**src/rtl/adc_cap_pkg.sv**
```systemverilog
// Shared definitions for the ADC capture path: controller state encoding
// and the upper bound used to build the missed-trigger saturation value.
package adc_cap_pkg;

    typedef enum logic [1:0] {
        IDLE    = 2'd0,
        ARMED   = 2'd1,
        CAPTURE = 2'd2,
        HOLD    = 2'd3
    } cap_state_t;

    // Counters up to this width are supported; each user slices its own width.
    localparam int MISS_CNT_MAX_BITS = 32;
    localparam logic [MISS_CNT_MAX_BITS-1:0] TRIG_MISS_SAT = '1;

endpackage

```
**src/rtl/trig_edge_det.sv**
```systemverilog
// Registered rising-edge detector: rise is combinational from the current level
// and last cycle's level, so it is valid in the same cycle the level goes high.
module trig_edge_det (
    input  logic clk,
    input  logic rst,
    input  logic level,
    output logic rise
);

    logic level_q;

    always_ff @(posedge clk or posedge rst) begin
        if (rst) begin
            level_q <= 1'b0;
        end else begin
            level_q <= level;
        end
    end

    assign rise = level & ~level_q;

endmodule

```
**src/rtl/adc_frame_writer.sv**
```systemverilog
// Single-buffer frame capture into the sample RAM write port: one sample in cycle n
// is written in cycle n+1; no new capture starts until the reader acks the held frame.
module adc_frame_writer #(
    parameter int RAM_WIDTH     = 8,
    parameter int RAM_ADDR_BITS = 14,
    parameter int MISS_CNT_BITS = 8
) (
    input  logic                     Clk,
    input  logic                     Rst,
    input  logic                     Arm,
    input  logic                     Abort,
    input  logic                     Trig,
    input  logic [RAM_ADDR_BITS-1:0] Frame_len,
    input  logic [RAM_WIDTH-1:0]     Din,
    input  logic                     Din_valid,
    input  logic                     Frame_ack,
    output logic                     Wr_en,
    output logic [RAM_ADDR_BITS-1:0] Wr_Addr,
    output logic [RAM_WIDTH-1:0]     Wr_data,
    output logic                     Busy,
    output logic                     Frame_rdy,
    output logic [RAM_ADDR_BITS-1:0] Frame_last,
    output logic [MISS_CNT_BITS-1:0] Trig_miss
);

    import adc_cap_pkg::*;

    localparam logic [MISS_CNT_BITS-1:0] MISS_SAT = TRIG_MISS_SAT[MISS_CNT_BITS-1:0];

    cap_state_t               state, state_n;
    logic [RAM_ADDR_BITS-1:0] len_q, len_n;
    logic [RAM_ADDR_BITS-1:0] addr, addr_n;
    logic                     wr_en_n;
    logic [RAM_ADDR_BITS-1:0] wr_addr_n;
    logic [RAM_WIDTH-1:0]     wr_data_n;
    logic                     rdy_n;
    logic [RAM_ADDR_BITS-1:0] last_n;
    logic [MISS_CNT_BITS-1:0] miss_n;
    logic                     trig_rise;

    trig_edge_det u_trig_edge (
        .clk   (Clk),
        .rst   (Rst),
        .level (Trig),
        .rise  (trig_rise)
    );

    assign Busy = (state == ARMED) || (state == CAPTURE);

    always_comb begin
        state_n   = state;
        len_n     = len_q;
        addr_n    = addr;
        wr_en_n   = 1'b0;
        wr_addr_n = Wr_Addr;
        wr_data_n = Wr_data;
        rdy_n     = Frame_rdy;
        last_n    = Frame_last;
        miss_n    = Trig_miss;

        if (trig_rise && (state == CAPTURE || state == HOLD) && Trig_miss != MISS_SAT) begin
            miss_n = Trig_miss + 1'b1;
        end

        if (Abort) begin
            state_n = IDLE;
            rdy_n   = 1'b0;
        end else begin
            case (state)
                IDLE: begin
                    if (Arm) begin
                        state_n = ARMED;
                        len_n   = Frame_len;
                    end
                end
                ARMED: begin
                    if (trig_rise) begin
                        state_n = CAPTURE;
                        addr_n  = '0;
                    end
                end
                CAPTURE: begin
                    if (Din_valid) begin
                        wr_en_n   = 1'b1;
                        wr_addr_n = addr;
                        wr_data_n = Din;
                        // Last write ends the capture, so addr never wraps on a full-RAM frame.
                        if (addr == len_q) begin
                            state_n = HOLD;
                            last_n  = len_q;
                        end else begin
                            addr_n = addr + 1'b1;
                        end
                    end
                end
                HOLD: begin
                    // Frame_rdy lags HOLD entry by one cycle so the final write has landed.
                    if (Frame_ack) begin
                        state_n = IDLE;
                        rdy_n   = 1'b0;
                    end else begin
                        rdy_n = 1'b1;
                    end
                end
                default: state_n = IDLE;
            endcase
        end
    end

    always_ff @(posedge Clk or posedge Rst) begin
        if (Rst) begin
            state      <= IDLE;
            len_q      <= '0;
            addr       <= '0;
            Wr_en      <= 1'b0;
            Wr_Addr    <= '0;
            Wr_data    <= '0;
            Frame_rdy  <= 1'b0;
            Frame_last <= '0;
            Trig_miss  <= '0;
        end else begin
            state      <= state_n;
            len_q      <= len_n;
            addr       <= addr_n;
            Wr_en      <= wr_en_n;
            Wr_Addr    <= wr_addr_n;
            Wr_data    <= wr_data_n;
            Frame_rdy  <= rdy_n;
            Frame_last <= last_n;
            Trig_miss  <= miss_n;
        end
    end

endmodule

```
**config.mk**
```make
export PLATFORM = sky130hd
export DESIGN_NAME = adc_frame_writer
export DESIGN_NICKNAME = d
export VERILOG_FILES = /design/src/rtl/adc_cap_pkg.sv /design/src/rtl/trig_edge_det.sv /design/src/rtl/adc_frame_writer.sv
export SDC_FILE = /design/constraint.sdc
export NUM_CORES = 1
export LEC_CHECK = 0
export BUFFER_PORTS_ARGS = -buffer_cell sky130_fd_sc_hd__buf_2
export CAP_MARGIN = 10
export CORE_MARGIN = 2
export CORE_UTILIZATION = 55
export DETAILED_ROUTE_END_ITERATION = 10
export MAX_ROUTING_LAYER = met4
export PLACE_DENSITY = 0.78
export SLEW_MARGIN = 20
export SYNTH_ARGS = -nofsm -noshare
export SYNTH_HDL_FRONTEND = slang
export SYNTH_SLANG_ARGS = --single-unit
```
**constraint.sdc**
```tcl
create_clock -name Clk -period 2.6 [get_ports Clk]
set_input_delay 0.13 -clock Clk [delete_from_list [all_inputs] [get_ports Clk]]
set_output_delay 0.13 -clock Clk [all_outputs]
set_load 0.05 [all_outputs]
```
==> flow_metrics.tcl <==
set metrics [dict create \
    multi_input_area_um2 1600 \
    vdd_drop_max_mv 0.827 \
    antenna_left 0 \
    setup_viol 0 \
    yosys_warnings 0 \
    rr_endpoint "addr[12]" \
    async_flop_share_pct 100 \
    cts_tree "done" \
    dp_hpwl_mm 5.41 \
    synth_cells 315 \
    postCtsSetupRepairBufs 0 \
    fp.dieW_um 85.8 \
    critPathCapture "addr[12]" \
    synth-main-ff-cell "dfrtp_1" \
    die_h_um 85.8 \
    finalClockSkew_ns 0.00789 \
    slew-limit-headroom_pct 60.3 \
    max_cap_viol_count 0 \
    ys_types 49 \
    finalCriticalPeriod_ns 2.33 \
    port_buffers 75 \
    min_path_type "in -> reg" \
    place_area_um2 4130 \
    crit_path_start "state[0]" \
    ys_ff_latch 77 \
    syn_nets 350 \
    route.detailed.drc 2 \
    power.density_nw_per_um2 1090 \
    initial_core_util_pct 57.3 \
    start_kind "register" \
    ctsHtreeMaxLevel 3 \
    numCtsBuffers 9 \
    vias 2791 \
    grt_max_degree 78 \
    final_max_slew_viol_count 0 \
    fmax_mhz 429 \
    avgRoutedWirePerCell_um 16.9 \
    fill_cells 467 \
    reg2reg_from "state[0]" \
    worstPathArrival_ns 2.62 \
    dr.pass1.iters 9 \
    drive_gt1_share_pct 35.6 \
    die_area_um2 7360 \
    cts.sink_count 77 \
    gp_congestion 0.853 \
    placedCellCount 460 \
    antenna_found_initial 0 \
    crit_path_end_kind "register" \
    rrSetupSlack_ns 0.27 \
    core_um2 6420 \
    stdcell_area_um2 4510 \
    routed_wl_mm 8.23 \
    rows 29 \
    clk_pin_slew_ns 0.07 \
    tns_ns 0 \
    stdcell_count 487 \
    fin_crit_sh_pct 89.7 \
    outcome "finished, violations left" \
    grt_pass1_vias 2868 \
    overflow 0 \
    synth-seq-area-share_pct 52.4 \
    synth_edf_count 0 \
    grt_pass1_wl_mm 14.1 \
    viasPerCell 5.73 \
    drt_iter0_drc 242 \
    hold_viol 0 \
    clock_path_buffers 2 \
    seq_area_um2 1930 \
    rsz0062_at_grt "false" \
    reg2regPathDepth 7 \
    io_pins 76 \
    syn_area_um2 3680 \
    leakage_nw 2.21 \
    cp.required_ns 2.89 \
    areaGrowthSynthToFinish_pct 22.7 \
    post_synth.cell_area_avg_um2 11.7 \
    crit_fanout 12 \
    tightest_slew_ns 0.580 \
    clk-insertion-delay-late_ns 0.35 \
    power.total_mw 4.94 \
    grt_use_total_pct 25.5 \
    cts-root-buf "clkbuf_8" \
    antenna_cells 0 \
    critPathKind "reg -> reg" \
    final_nets 441 \
    hold_slack_ns 0.00759 \
    violations "DRC" \
]
-- per-stage QoR --
stage | setup WS, ns | util [%]
4_1_cts | 0.302 | 70.3
3_3_place_gp | 0.401 | 64.3
2_1_floorplan | 0.255 | -
6_report | 0.267 | 70.3
3_5_place_dp | 0.340 | 64.3
5_1_grt | 0.128 | 70.3
-- worst max-delay path, cell delays in order, from the launching register on --
cell and delay, ns:
dfrtp_1 0.41, inv_1 0.11, ha_1 0.31, nand2b_1 0.12, a211oi_2 0.32, nand2_1 0.34
or4_1 0.57, nand3_1 0.09
-- registers in the layout (all words and copies together), names as in the netlist --
name and flops:
Wr_data 8, Wr_Addr 14, u_trig_edge.level_q 1, Wr_en 1, Trig_miss 8, addr 14, Frame_rdy 1, len_q 14
Frame_last 14, state 2
-- layout make-up --
cell class / instances / area share (%)
well taps: 77 / 2.14
clock inverters: 6 / 3.02
flip-flops and latches: 77 / 42.7
multi-input cells: 212 / 35.4
inverters: 9 / 0.749
clock buffers: 9 / 2.75
repair buffers: 97 / 13.2
-- layer usage --
| layer | vias to the layer above | global-route usage, % | wire [um] |
|---|---|---|---|
| li1 | 1301 | - | - |
| met1 | 1383 | 34.3 | 3680 |
| met2 | 95 | 39.3 | 3970 |
| met3 | 12 | 5.68 | 471 |
| met4 | 0 | 7.36 | 105 |
| met5 | - | - | 0 |
-- synth_stat cells, types with 3 or more instances --
cell | number | area [um^2]
o21ai_0 | 4 | 20.0
or3_1 | 5 | 31.3
and4_1 | 3 | 26.3
o311ai_0 | 3 | 26.3
or4_1 | 5 | 37.5
buf_2 | 4 | 20.0
buf_6 | 3 | 33.8
ha_1 | 6 | 75.1
xnor2_1 | 18 | 158
mux2_4 | 10 | 150
xor2_1 | 3 | 26.3
clkbuf_1 | 6 | 22.5
nand2_1 | 49 | 184
and2_1 | 3 | 18.8
nor2_1 | 6 | 22.5
buf_4 | 3 | 22.5
mux2i_1 | 3 | 30.0
o211ai_1 | 7 | 52.6
dfrtp_1 | 77 | 1930
nand2b_1 | 4 | 25.0
nand3_1 | 15 | 75.1
nor2b_1 | 3 | 18.8
nor3_1 | 3 | 15.0
inv_1 | 8 | 30.0
mux2_2 | 30 | 338
nand4_1 | 7 | 43.8
-- what timing repair did --
action                                  4_1_cts  5_1_grt
hold endpoints to repair                     88        0
gates resized for setup                       0        0
endpoints found under the setup margin        0        0
hold buffers                                 12        0
-- cell usage in the layout (no fill, tap or decap), types with 2 or more instances in the layout --
cell type | Yosys | layout
or4_1 | 5 | 5
nor2b_1 | 3 | 3
buf_2 | 4 | 75
o41ai_1 | 2 | 2
dfrtp_1 | 77 | 77
o221ai_1 | 2 | 2
bufinv_16 | 0 | 4
o211ai_1 | 7 | 7
nand2b_1 | 4 | 4
buf_4 | 3 | 8
nand2_1 | 49 | 49
xnor2_1 | 18 | 18
o21ai_0 | 4 | 4
nor3_1 | 3 | 3
xor2_1 | 3 | 3
and3_1 | 2 | 2
mux2_4 | 10 | 10
mux2_2 | 30 | 30
mux2i_1 | 3 | 3
nor2_1 | 6 | 6
and2_1 | 3 | 3
o41a_1 | 2 | 2
ha_1 | 6 | 6
or3_1 | 5 | 5
dlygate4sd3_1 | 0 | 12
nand4_1 | 7 | 7
buf_12 | 1 | 2
o311ai_0 | 3 | 3
nand3_1 | 15 | 15
clkbuf_8 | 0 | 9
inv_1 | 8 | 7
and4_1 | 3 | 3
-- cells by family after synthesis --
logic type | synth area share (%)
fa+ha+maj | 2.04
simple gates | 15.5
compound gates | 6.80
xor+xnor | 5.00
flops | 52.4
mux | 14.1
buf+inv | 4.15
-- worst min-delay path by stage --
stage,to,from,cells past startpoint
after detailed placement,Wr_data[3],Rst,3
final,len_q[9],Frame_len[9],2
after global placement,Wr_en,Rst,3
after CTS,len_q[9],Frame_len[9],2
after global routing,len_q[2],Frame_len[2],2
after floorplan,u_trig_edge.level_q,Trig,0
-- report_power, final --
group | internal, mW | switching [mW] | total (mW)
Clock | 0.731 | 0.440 | 1.17
Combinational | 0.632 | 1.23 | 1.87
Sequential | 1.55 | 0.356 | 1.90
(Power assumes the default switching activity.)
